==> src/rtl/alarm_ring_cont_if.sv <==
// Alarm ring control bus: time inputs, UI pulses and ring/buzzer outputs.
// master = the driver of the alarm inputs, slave = alarm_ring_cont.
interface alarm_ring_cont_if;
    logic        SEC_TICK;
    logic [16:0] CUR_TIME;
    logic [16:0] ALARM_TIME;
    logic        ALARM_EN;
    logic [2:0]  FLAG;
    logic        STOP;
    logic        SNOOZE;
    logic        RING;
    logic        BUZZ;
    logic        SNOOZE_ACT;
    logic [1:0]  SNOOZE_CNT;
    logic [1:0]  STATE;

    modport master (
        output SEC_TICK, CUR_TIME, ALARM_TIME, ALARM_EN, FLAG, STOP, SNOOZE,
        input  RING, BUZZ, SNOOZE_ACT, SNOOZE_CNT, STATE
    );

    modport slave (
        input  SEC_TICK, CUR_TIME, ALARM_TIME, ALARM_EN, FLAG, STOP, SNOOZE,
        output RING, BUZZ, SNOOZE_ACT, SNOOZE_CNT, STATE
    );
endinterface

==> src/rtl/alarm_ring_cont.sv <==
// Alarm ring controller: detects the alarm match edge and runs the
// IDLE/ARMED/RINGING/SNOOZE sequence with stop, snooze and ring timeout.
// Optional macro ALARM_AUTO_SNOOZE_EN: a ring timeout behaves like a
// SNOOZE press instead of returning straight to ARMED.
module alarm_ring_cont #(
    parameter int         RING_SEC                 = 60,
    parameter int         SNOOZE_SEC               = 300,
    parameter int         MAX_SNOOZE               = 3,
    parameter logic [2:0] FLAG_ALARM_CONTROL_STATE = 3'b101
) (
    input  logic              CLK,
    input  logic              RESET,
    alarm_ring_cont_if.slave  bus
);

    localparam int RW = $clog2(RING_SEC + 1);
    localparam int SW = $clog2(SNOOZE_SEC + 1);
    localparam logic [RW-1:0] RING_LD   = RW'(RING_SEC);
    localparam logic [SW-1:0] SNOOZE_LD = SW'(SNOOZE_SEC);
    localparam logic [1:0]    MAX_SN    = 2'(MAX_SNOOZE);

    typedef enum logic [1:0] {
        S_IDLE    = 2'd0,
        S_ARMED   = 2'd1,
        S_RINGING = 2'd2,
        S_SNOOZE  = 2'd3
    } state_t;

    state_t         state_q, state_d;
    logic [RW-1:0]  ring_cnt_q, ring_cnt_d;
    logic [SW-1:0]  snz_cnt_q, snz_cnt_d;
    logic [1:0]     snz_used_q, snz_used_d;
    logic           buzz_q, buzz_d;
    logic           ring_q, ring_d;
    logic           sact_q, sact_d;
    logic           match_q;

    logic           match;
    logic           match_rise;
    logic           snooze_req;

    // Only a fresh match edge can start a ring; a held match never retriggers.
    assign match      = (bus.CUR_TIME == bus.ALARM_TIME);
    assign match_rise = match && !match_q;

    // Next-state and registered-output logic.
    always_comb begin
        state_d    = state_q;
        ring_cnt_d = ring_cnt_q;
        snz_cnt_d  = snz_cnt_q;
        snz_used_d = snz_used_q;
        buzz_d     = buzz_q;
        snooze_req = 1'b0;

        unique case (state_q)
            S_IDLE: begin
                if (bus.ALARM_EN) state_d = S_ARMED;
            end
            S_ARMED: begin
                if (!bus.ALARM_EN) begin
                    state_d = S_IDLE;
                end else if (match_rise && (bus.FLAG != FLAG_ALARM_CONTROL_STATE)) begin
                    state_d    = S_RINGING;
                    ring_cnt_d = RING_LD;
                    buzz_d     = 1'b1;
                    snz_used_d = 2'd0;
                end
            end
            S_RINGING: begin
                // Disarm beats STOP, STOP beats SNOOZE, and any press eats a
                // coincident SEC_TICK.
                if (!bus.ALARM_EN) begin
                    state_d = S_IDLE;
                end else if (bus.STOP) begin
                    state_d = S_ARMED;
                end else if (bus.SNOOZE) begin
                    snooze_req = 1'b1;
                end else if (bus.SEC_TICK) begin
                    if (ring_cnt_q <= RW'(1)) begin
                        ring_cnt_d = '0;
`ifdef ALARM_AUTO_SNOOZE_EN
                        snooze_req = 1'b1;
`else
                        state_d    = S_ARMED;
`endif
                    end else begin
                        ring_cnt_d = ring_cnt_q - RW'(1);
                        buzz_d     = !buzz_q;
                    end
                end
                // Snooze budget exhausted: the press dismisses the event.
                if (snooze_req) begin
                    if (snz_used_q < MAX_SN) begin
                        state_d    = S_SNOOZE;
                        snz_cnt_d  = SNOOZE_LD;
                        snz_used_d = snz_used_q + 2'd1;
                    end else begin
                        state_d    = S_ARMED;
                        snz_used_d = 2'd0;
                    end
                end
            end
            S_SNOOZE: begin
                // Extra SNOOZE presses are ignored here.
                if (!bus.ALARM_EN) begin
                    state_d = S_IDLE;
                end else if (bus.STOP) begin
                    state_d    = S_ARMED;
                    snz_used_d = 2'd0;
                end else if (bus.SEC_TICK) begin
                    if (snz_cnt_q <= SW'(1)) begin
                        snz_cnt_d  = '0;
                        state_d    = S_RINGING;
                        ring_cnt_d = RING_LD;
                        buzz_d     = 1'b1;
                    end else begin
                        snz_cnt_d = snz_cnt_q - SW'(1);
                    end
                end
            end
        endcase

        // Buzzer is only ever driven while ringing; disarming ends the event.
        if (state_d != S_RINGING) buzz_d = 1'b0;
        if (state_d == S_IDLE)    snz_used_d = 2'd0;

        ring_d = (state_d == S_RINGING);
        sact_d = (state_d == S_SNOOZE);
    end

    // State, counters and output registers with synchronous reset.
    always_ff @(posedge CLK) begin
        if (RESET) begin
            state_q    <= S_IDLE;
            ring_cnt_q <= '0;
            snz_cnt_q  <= '0;
            snz_used_q <= 2'd0;
            buzz_q     <= 1'b0;
            ring_q     <= 1'b0;
            sact_q     <= 1'b0;
            match_q    <= 1'b0;
        end else begin
            state_q    <= state_d;
            ring_cnt_q <= ring_cnt_d;
            snz_cnt_q  <= snz_cnt_d;
            snz_used_q <= snz_used_d;
            buzz_q     <= buzz_d;
            ring_q     <= ring_d;
            sact_q     <= sact_d;
            match_q    <= match;
        end
    end

    assign bus.STATE      = state_q;
    assign bus.RING       = ring_q;
    assign bus.BUZZ       = buzz_q;
    assign bus.SNOOZE_ACT = sact_q;
    assign bus.SNOOZE_CNT = snz_used_q;

endmodule

==> src/flat_wrapper.sv <==
// flat-port wrapper written by rule: the top's interface ports become plain ports
module alarm_ring_cont_flat 
#(
    parameter int         RING_SEC                 = 60,
    parameter int         SNOOZE_SEC               = 300,
    parameter int         MAX_SNOOZE               = 3,
    parameter logic [2:0] FLAG_ALARM_CONTROL_STATE = 3'b101
)
  (CLK, RESET, bus_SEC_TICK, bus_CUR_TIME, bus_ALARM_TIME, bus_ALARM_EN, bus_FLAG, bus_STOP, bus_SNOOZE, bus_RING, bus_BUZZ, bus_SNOOZE_ACT, bus_SNOOZE_CNT, bus_STATE);
  alarm_ring_cont_if bus_i ();
  input  logic CLK;
  input  logic RESET;
  input wire logic [$bits(bus_i.SEC_TICK)-1:0] bus_SEC_TICK;
  input wire logic [$bits(bus_i.CUR_TIME)-1:0] bus_CUR_TIME;
  input wire logic [$bits(bus_i.ALARM_TIME)-1:0] bus_ALARM_TIME;
  input wire logic [$bits(bus_i.ALARM_EN)-1:0] bus_ALARM_EN;
  input wire logic [$bits(bus_i.FLAG)-1:0] bus_FLAG;
  input wire logic [$bits(bus_i.STOP)-1:0] bus_STOP;
  input wire logic [$bits(bus_i.SNOOZE)-1:0] bus_SNOOZE;
  output wire logic [$bits(bus_i.RING)-1:0] bus_RING;
  output wire logic [$bits(bus_i.BUZZ)-1:0] bus_BUZZ;
  output wire logic [$bits(bus_i.SNOOZE_ACT)-1:0] bus_SNOOZE_ACT;
  output wire logic [$bits(bus_i.SNOOZE_CNT)-1:0] bus_SNOOZE_CNT;
  output wire logic [$bits(bus_i.STATE)-1:0] bus_STATE;
  assign bus_i.SEC_TICK = bus_SEC_TICK;
  assign bus_i.CUR_TIME = bus_CUR_TIME;
  assign bus_i.ALARM_TIME = bus_ALARM_TIME;
  assign bus_i.ALARM_EN = bus_ALARM_EN;
  assign bus_i.FLAG = bus_FLAG;
  assign bus_i.STOP = bus_STOP;
  assign bus_i.SNOOZE = bus_SNOOZE;
  assign bus_RING = bus_i.RING;
  assign bus_BUZZ = bus_i.BUZZ;
  assign bus_SNOOZE_ACT = bus_i.SNOOZE_ACT;
  assign bus_SNOOZE_CNT = bus_i.SNOOZE_CNT;
  assign bus_STATE = bus_i.STATE;
  alarm_ring_cont #(.RING_SEC(RING_SEC), .SNOOZE_SEC(SNOOZE_SEC), .MAX_SNOOZE(MAX_SNOOZE), .FLAG_ALARM_CONTROL_STATE(FLAG_ALARM_CONTROL_STATE)) u_core (.CLK(CLK), .RESET(RESET), .bus(bus_i));
endmodule
==> config.mk <==
export PLATFORM = sky130hd
export DESIGN_NAME = alarm_ring_cont_flat
export DESIGN_NICKNAME = d
export VERILOG_FILES = /design/src/rtl/alarm_ring_cont_if.sv /design/src/rtl/alarm_ring_cont.sv /design/src/flat_wrapper.sv
export SDC_FILE = /design/constraint.sdc
export NUM_CORES = 1
export LEC_CHECK = 0
export ABC_AREA = 1
export BUFFER_PORTS_ARGS = -buffer_cell sky130_fd_sc_hd__buf_2
export CAP_MARGIN = 20
export CORE_ASPECT_RATIO = 1.1
export CORE_MARGIN = 3
export CORE_UTILIZATION = 45
export CTS_BUF_LIST = sky130_fd_sc_hd__clkbuf_4 sky130_fd_sc_hd__clkbuf_8
export CTS_CLUSTER_SIZE = 28
export DETAILED_ROUTE_END_ITERATION = 8
export PLACE_DENSITY_LB_ADDON = 0.08
export REMOVE_ABC_BUFFERS = 1
export SYNTH_ARGS = -nofsm -noshare
export SYNTH_HDL_FRONTEND = slang
export SYNTH_SLANG_ARGS = --single-unit
==> constraint.sdc <==
create_clock -name CLK -period 3.4 [get_ports CLK]
set_input_delay 0.68 -clock CLK [delete_from_list [all_inputs] [get_ports CLK]]
set_output_delay 0.68 -clock CLK [all_outputs]
set_load 0.02 [all_outputs]
### Yosys cells after proc, flatten, opt, wreduce, memory -nomap -nowiden

Index checks and enable logic that the tools add are counted.

* register bits: 23

* $lt $le $gt $ge: 3
* eq/ne operators: 22
* multiplexer cells: 57
* reduce and logical (&&, ||, !) cells: 14
* add/subtract/negate cells: 3

Operators by type and width (number)
* $mux W6: 11
* $mux W9: 6
* $mux W2: 20
* $ne A2 B2 Y1 const B: 11
* $pmux W6 S3: 1
* $pmux W9 S2: 1
* $eq A17 B17 Y1: 1
* $mux W1: 15
* $reduce_and A12 Y1: 1
* $reduce_and A6 Y1: 2
* $reduce_and A11 Y1: 1
* $le A9 B1 Y1 const B: 1
* $sub A9 B1 Y9 const B: 1
* $eq A2 B2 Y1 const B: 4
* $ne A2 B1 Y1 const B: 4
* $pmux W2 S4: 1
* $le A6 B1 Y1 const B: 1
* $pmux W2 S3: 1
* $sub A6 B1 Y6 const B: 1
* $logic_not A2 Y1: 2
* $reduce_or A2 Y1: 2
* $ne A3 B3 Y1 const B: 1
* $pmux W1 S3: 1
* $reduce_bool A3 Y1: 1
* other kinds (6): 8

### Longest topological paths before layout

* depth in word-level cells: 10
* mapped depth: 14
* gate-level depth less buffers: 14

### Worst setup path before layout

Ideal clock, no wire load.

* path kind: input to register
* from: input port bus_ALARM_TIME[13]
* to: register u_core.ring_cnt_q[1]
* setup slack: 1.679 ns
* stages on the path: 8
* setup time: 0.114 ns
* path buffers: 0
* required time: 3.286 ns
* arrival: 1.607 ns
* path through: xnor2_1 -> nand2_1 -> nor2_1 -> nand4_1 -> nand2_2 -> nand3_4 -> a21oi_1 -> nor2_1

* word-level cells in the longest chain between the ends: 5

RTL lines
* start: declaration: line flat_wrapper.sv:15 `input wire logic [$bits(bus_i.ALARM_TIME)-1:0] bus_ALARM_TIME;`
* $eq A17 B17 Y1: line alarm_ring_cont.sv:43 `assign match = (bus.CUR_TIME == bus.ALARM_TIME);`
* $logic_and A1 B1 Y1: line alarm_ring_cont.sv:44 `assign match_rise = match && !match_q;`
* $logic_and A1 B1 Y1: line alarm_ring_cont.sv:62 `end else if (match_rise && (bus.FLAG != FLAG_ALARM_CONTROL_STATE)) begin`
* $ne A2 B1 Y1 (no source line)
* $reduce_and A11 Y1 (no source line)
* end signal: assignment: line alarm_ring_cont.sv:144 `ring_cnt_q <= ring_cnt_d;`
* end: declaration: line alarm_ring_cont.sv:30 `logic [RW-1:0] ring_cnt_q, ring_cnt_d;`

No other way between the ends.
A chain may end at the register's enable or synchronous reset.

### Final worst setup path

* from: register u_core.ring_cnt_q[0]
* to: register u_core.buzz_q (netlist: u_core.bus.BUZZ)

* word-level cells in the longest chain between the ends: 10
* elaborated cells between the ends (all ways): 12

RTL lines
* $le A6 B1 Y1 *: line alarm_ring_cont.sv:79 `if (ring_cnt_q <= RW'(1)) begin`
* $mux W2: line alarm_ring_cont.sv:79
* $mux W2: line alarm_ring_cont.sv:78 `end else if (bus.SEC_TICK) begin`
* $mux W2: line alarm_ring_cont.sv:76 `end else if (bus.SNOOZE) begin`
* $mux W2: line alarm_ring_cont.sv:74 `end else if (bus.STOP) begin`
* $mux W2: line alarm_ring_cont.sv:72 `if (!bus.ALARM_EN) begin`
* $mux W2: line alarm_ring_cont.sv:92 `if (snooze_req) begin`
* $pmux W2 S4: line alarm_ring_cont.sv:55 `unique case (state_q)`
* $ne A2 B2 Y1: line alarm_ring_cont.sv:124 `if (state_d != S_RINGING) buzz_d = 1'b0;`
* $reduce_or A2 Y1 (no source line)
* end signal: assignment: line alarm_ring_cont.sv:147 `buzz_q <= buzz_d;`
* end: declaration: line alarm_ring_cont.sv:33 `logic buzz_q, buzz_d;`

Every way passes the cells marked *; elsewhere a longest branch is shown, timed or not.

==> results.md <==
Setup path:
- The critical path goes through inv_1 -> ha_1 -> o21ai_0 -> nor2_1 -> nand3_1 -> nand2_1 -> nand2_1 -> nand2_1 -> a21oi_2 -> nand2_2 -> nor2_4 -> nand2_1 -> inv_1.
- STA puts the critical path data arrival time at 2.08 ns.
- The required time reported for the critical path endpoint is 3.62 ns.
- STA classifies the critical path endpoint as a register.
- The kind of start point of the critical path is a register.
- The setup slack on the worst flop-to-flop path is approximately 1.5 ns.
- In this design, the largest share of critical-path delay is due to simple AND/OR/NAND/NOR gates.
- The buffering stage count on the worst path with inverters included is 2.
- The most common cell type on the critical path is nand2_1.
- The critical-path cell with the highest stage delay is dfxtp_1.
- The delay of the slowest critical-path stage is 0.37 ns.
- The setup path with the least slack is of type reg -> reg.
- Of all nets on the critical path, the largest fanout is 4.

Clock network:
- The count of H-tree levels built during CTS is 1.
- The clock tree root driver cell is clkbuf_8.
- The buffers inserted during post-CTS setup optimization is 0.
- TritonCTS built the clock tree.
- Gates resized during post-CTS repair numbered 0.
- The later pin in the worst-skew pair is clocked with a latency of 0.27 ns.
- The clock passes through at most 2 buffers.
- The number of hold buffers added after CTS is 0.
- Clock-pin slew was measured on the worst setup and hold paths at 0.08 ns.
- The clock sink total is 23.
- TritonCTS created 3 clock buffers.

Routing:
- The remaining antenna violation count after routing is 0.
- The sum of routed wire length over all layers is approximately 4 mm.
- The number of vias in the routed layout is 1,910.
- After detailed routing, the number of remaining DRC violations is 0.
- The average vias per placed instance is 4.85.
- The DRC marker count from the first detailed-route iteration is 63.
- The count of TritonRoute iterations in the first routing pass is 4.
- In the final routed layout, each cell accounts on average for 10.2 um.

Finish:
- Cells with a size suffix above 1 make up 24.1% of the layout.
- The final layout contains 393 nets.
- The antenna diode count is 0.
- The area growth from synthesis to final layout is 18.6%.
- In the layout the commonest cells are nand2_1, buf_2, inv_1, nor2_1, dfxtp_1.
- The library cell used most frequently in the layout, excluding fill and tap cells, is nand2_1.
- The post-layout utilization of the core is 57.7%.

Placed design:
- The number of port buffers is 49.
- The congestion estimate from routability-driven global placement came to 0.859.
- The estimated wirelength of the detail-placed design is 3.25 mm.

STA:
- The max-slew violation count came to 0.
- The sum of negative setup slack is 0 ns.
- The clock period could shrink to 1.86 ns.
- The clock arrives with 0.00375 ns of skew.
- Static timing analysis puts the maximum clock frequency at 539 MHz.
- The total count of hold-check failures in the final report is 0.
- The transition time at the pin with the least slew margin is 0.394 ns.
- The worst path uses 54.6% of the clock period.
- The count of final setup violators is 0.
- In this run the tightest slew margin relative to its limit is 73.7%.
- Setup repair after global routing left no endpoint under its margin.

Global route:
- The via count of the first global-routing pass is between 1,500 and 2,000.
- The first global-routing pass estimated 6.83 mm of wire.
- The pin count of the biggest net entering global routing is 13.
- Summed over all layers, the global routing overflow is 0.
- The overall global routing resource usage is roughly 18%.
- The initial antenna violation count is 0.

Synth:
- The cell count after synthesis came out at 293.
- The number of warnings issued by yosys is 0.
- Summing every instance area after synthesis gives 1830 sq um.
- The number of different library cells used by synthesis comes to 33.
- Sequential cells were found to cover 25.1% of the synthesized design area.
- After synthesis the netlist holds a flip-flop and latch count of 23.
- The post-synthesis average cell area is 6.26 sq um.

Floorplanning:
- The floorplan has 23 rows.
- The starting density of the core is 48.7%.
- The die is ~67 um wide.
- The floorplan die height is 73.0 um.
- The core region is 3770 sq um.
- The die area is 4880 sq um.
- In this run the count of I/O pins placed on the die edge is 50.

Flow run:
- The count of max-cap constraint violations is 0.

Min path:
- The type of the most critical hold path is reg -> reg.

Pwr:
- The areal power density over the cells is 275 nW/um^2.
- IR analysis of the VDD net gives a maximum drop of 0.257 mV.
- The leakage power summed over all cells is 0.00116 uW.

Outcome:
- The flow ran to the end, and the final reports show no timing, DRC or antenna violations.
-- stage by stage --
stage / cell area [sq um] / setup slack [ns] / total power, uW / hold WS, ns / instances
finish: 2180 / 1.54 / 598 / 0.495 / 394
detailed placement: 2130 / 1.35 / 424 / 0.485 / 390
global placement: 2130 / 1.40 / 423 / 0.479 / 390
global route: 2180 / 1.28 / 637 / 0.521 / 394
floorplan: 1820 / 1.68 / 375 / 0.447 / 291
CTS: 2180 / 1.53 / 606 / 0.498 / 394
-- worst paths after layout --
check	from	endpoint	depth (start not counted)
setup reg to reg	u_core.ring_cnt_q[0]$_SDFFE_PP0P_	u_core.bus.BUZZ$_SDFFE_PP0P_	13
hold reg to reg	u_core.snz_cnt_q[1]$_SDFFE_PP0P_	u_core.snz_cnt_q[1]$_SDFFE_PP0P_	2
setup / recovery	u_core.ring_cnt_q[0]$_SDFFE_PP0P_	u_core.bus.BUZZ$_SDFFE_PP0P_	13
hold / removal	u_core.snz_cnt_q[1]$_SDFFE_PP0P_	u_core.snz_cnt_q[1]$_SDFFE_PP0P_	2
-- registers in the layout, summed over array words and instances, names as in the netlist --
| name | cells |
|---|---|
| u_core.bus.BUZZ | 1 |
| u_core.bus.RING | 1 |
| u_core.bus.SNOOZE_ACT | 1 |
| u_core.bus.SNOOZE_CNT | 2 |
| u_core.bus.STATE | 2 |
| u_core.match_q | 1 |
| u_core.ring_cnt_q | 6 |
| u_core.snz_cnt_q | 9 |
-- power by group --
group / total (uW) / switching [uW] / internal, uW
logic: 137 / 80.4 / 56.9
registers: 280 / 5.25 / 275
clock network: 181 / 89.0 / 91.7
-- cells in the mapped netlist (all sizes together) --
cell type / count / share of area (%)
a21oi: 16 / 5.0
a221oi: 1 / 0.48
a31o: 2 / 0.96
a31oi: 1 / 0.34
buf: 1 / 0.61
clkbuf: 1 / 0.20
dfxtp: 23 / 25
ha: 5 / 3.4
inv: 52 / 11
nand2: 81 / 18
nand3: 17 / 5.6
nand3b: 1 / 0.41
nand4: 10 / 3.4
nor2: 39 / 8.9
nor3: 8 / 3.1
nor3b: 4 / 2.5
o21ai: 16 / 4.8
o31ai: 1 / 0.41
or2: 2 / 0.68
xnor2: 8 / 3.8
xor2: 4 / 1.9
-- cell type report --
cell class                 count  area (sq um)
fill                         391          1590
multi-input combinational    216          1160
sequential                    23           460
timing repair buffer          49           245
inverter                      52           195
tap                           50          62.6
clock buffer                   4          48.8
-- metal layers --
layer | track usage [%] | vias to the layer above | wire length, um
li1 | - | 1030 | -
met1 | 23.8 | 829 | 1910
met2 | 28.9 | 47 | 1810
met3 | 3.85 | 4 | 259
met4 | 2.93 | 0 | 27
met5 | 0 | - | 0
-- worst reg2reg max path: stages, from the launching register on --
cell and delay [ns]:
dfxtp_1 0.37, inv_1 0.09, ha_1 0.24, o21ai_0 0.25, nor2_1 0.14, nand3_1 0.09
nand2_1 0.07, nand2_1 0.06, nand2_1 0.06, a21oi_2 0.15, nand2_2 0.08, nor2_4 0.12
nand2_1 0.06, inv_1 0.04
-- logic make-up (layout without fill, tap and decap cells) --
group	Yosys count	after routing	synth area share, %
AND/OR/NAND/NOR	162	162	42.4
XOR/XNOR	12	12	5.73
AO/OA/AOI/OAI	37	37	11.9
flip-flops	23	23	25.1
adder cells (fa/ha/maj)	5	5	3.41
buffers and inverters	54	105	11.5
Note: power is estimated with default switching activity, not from simulation.
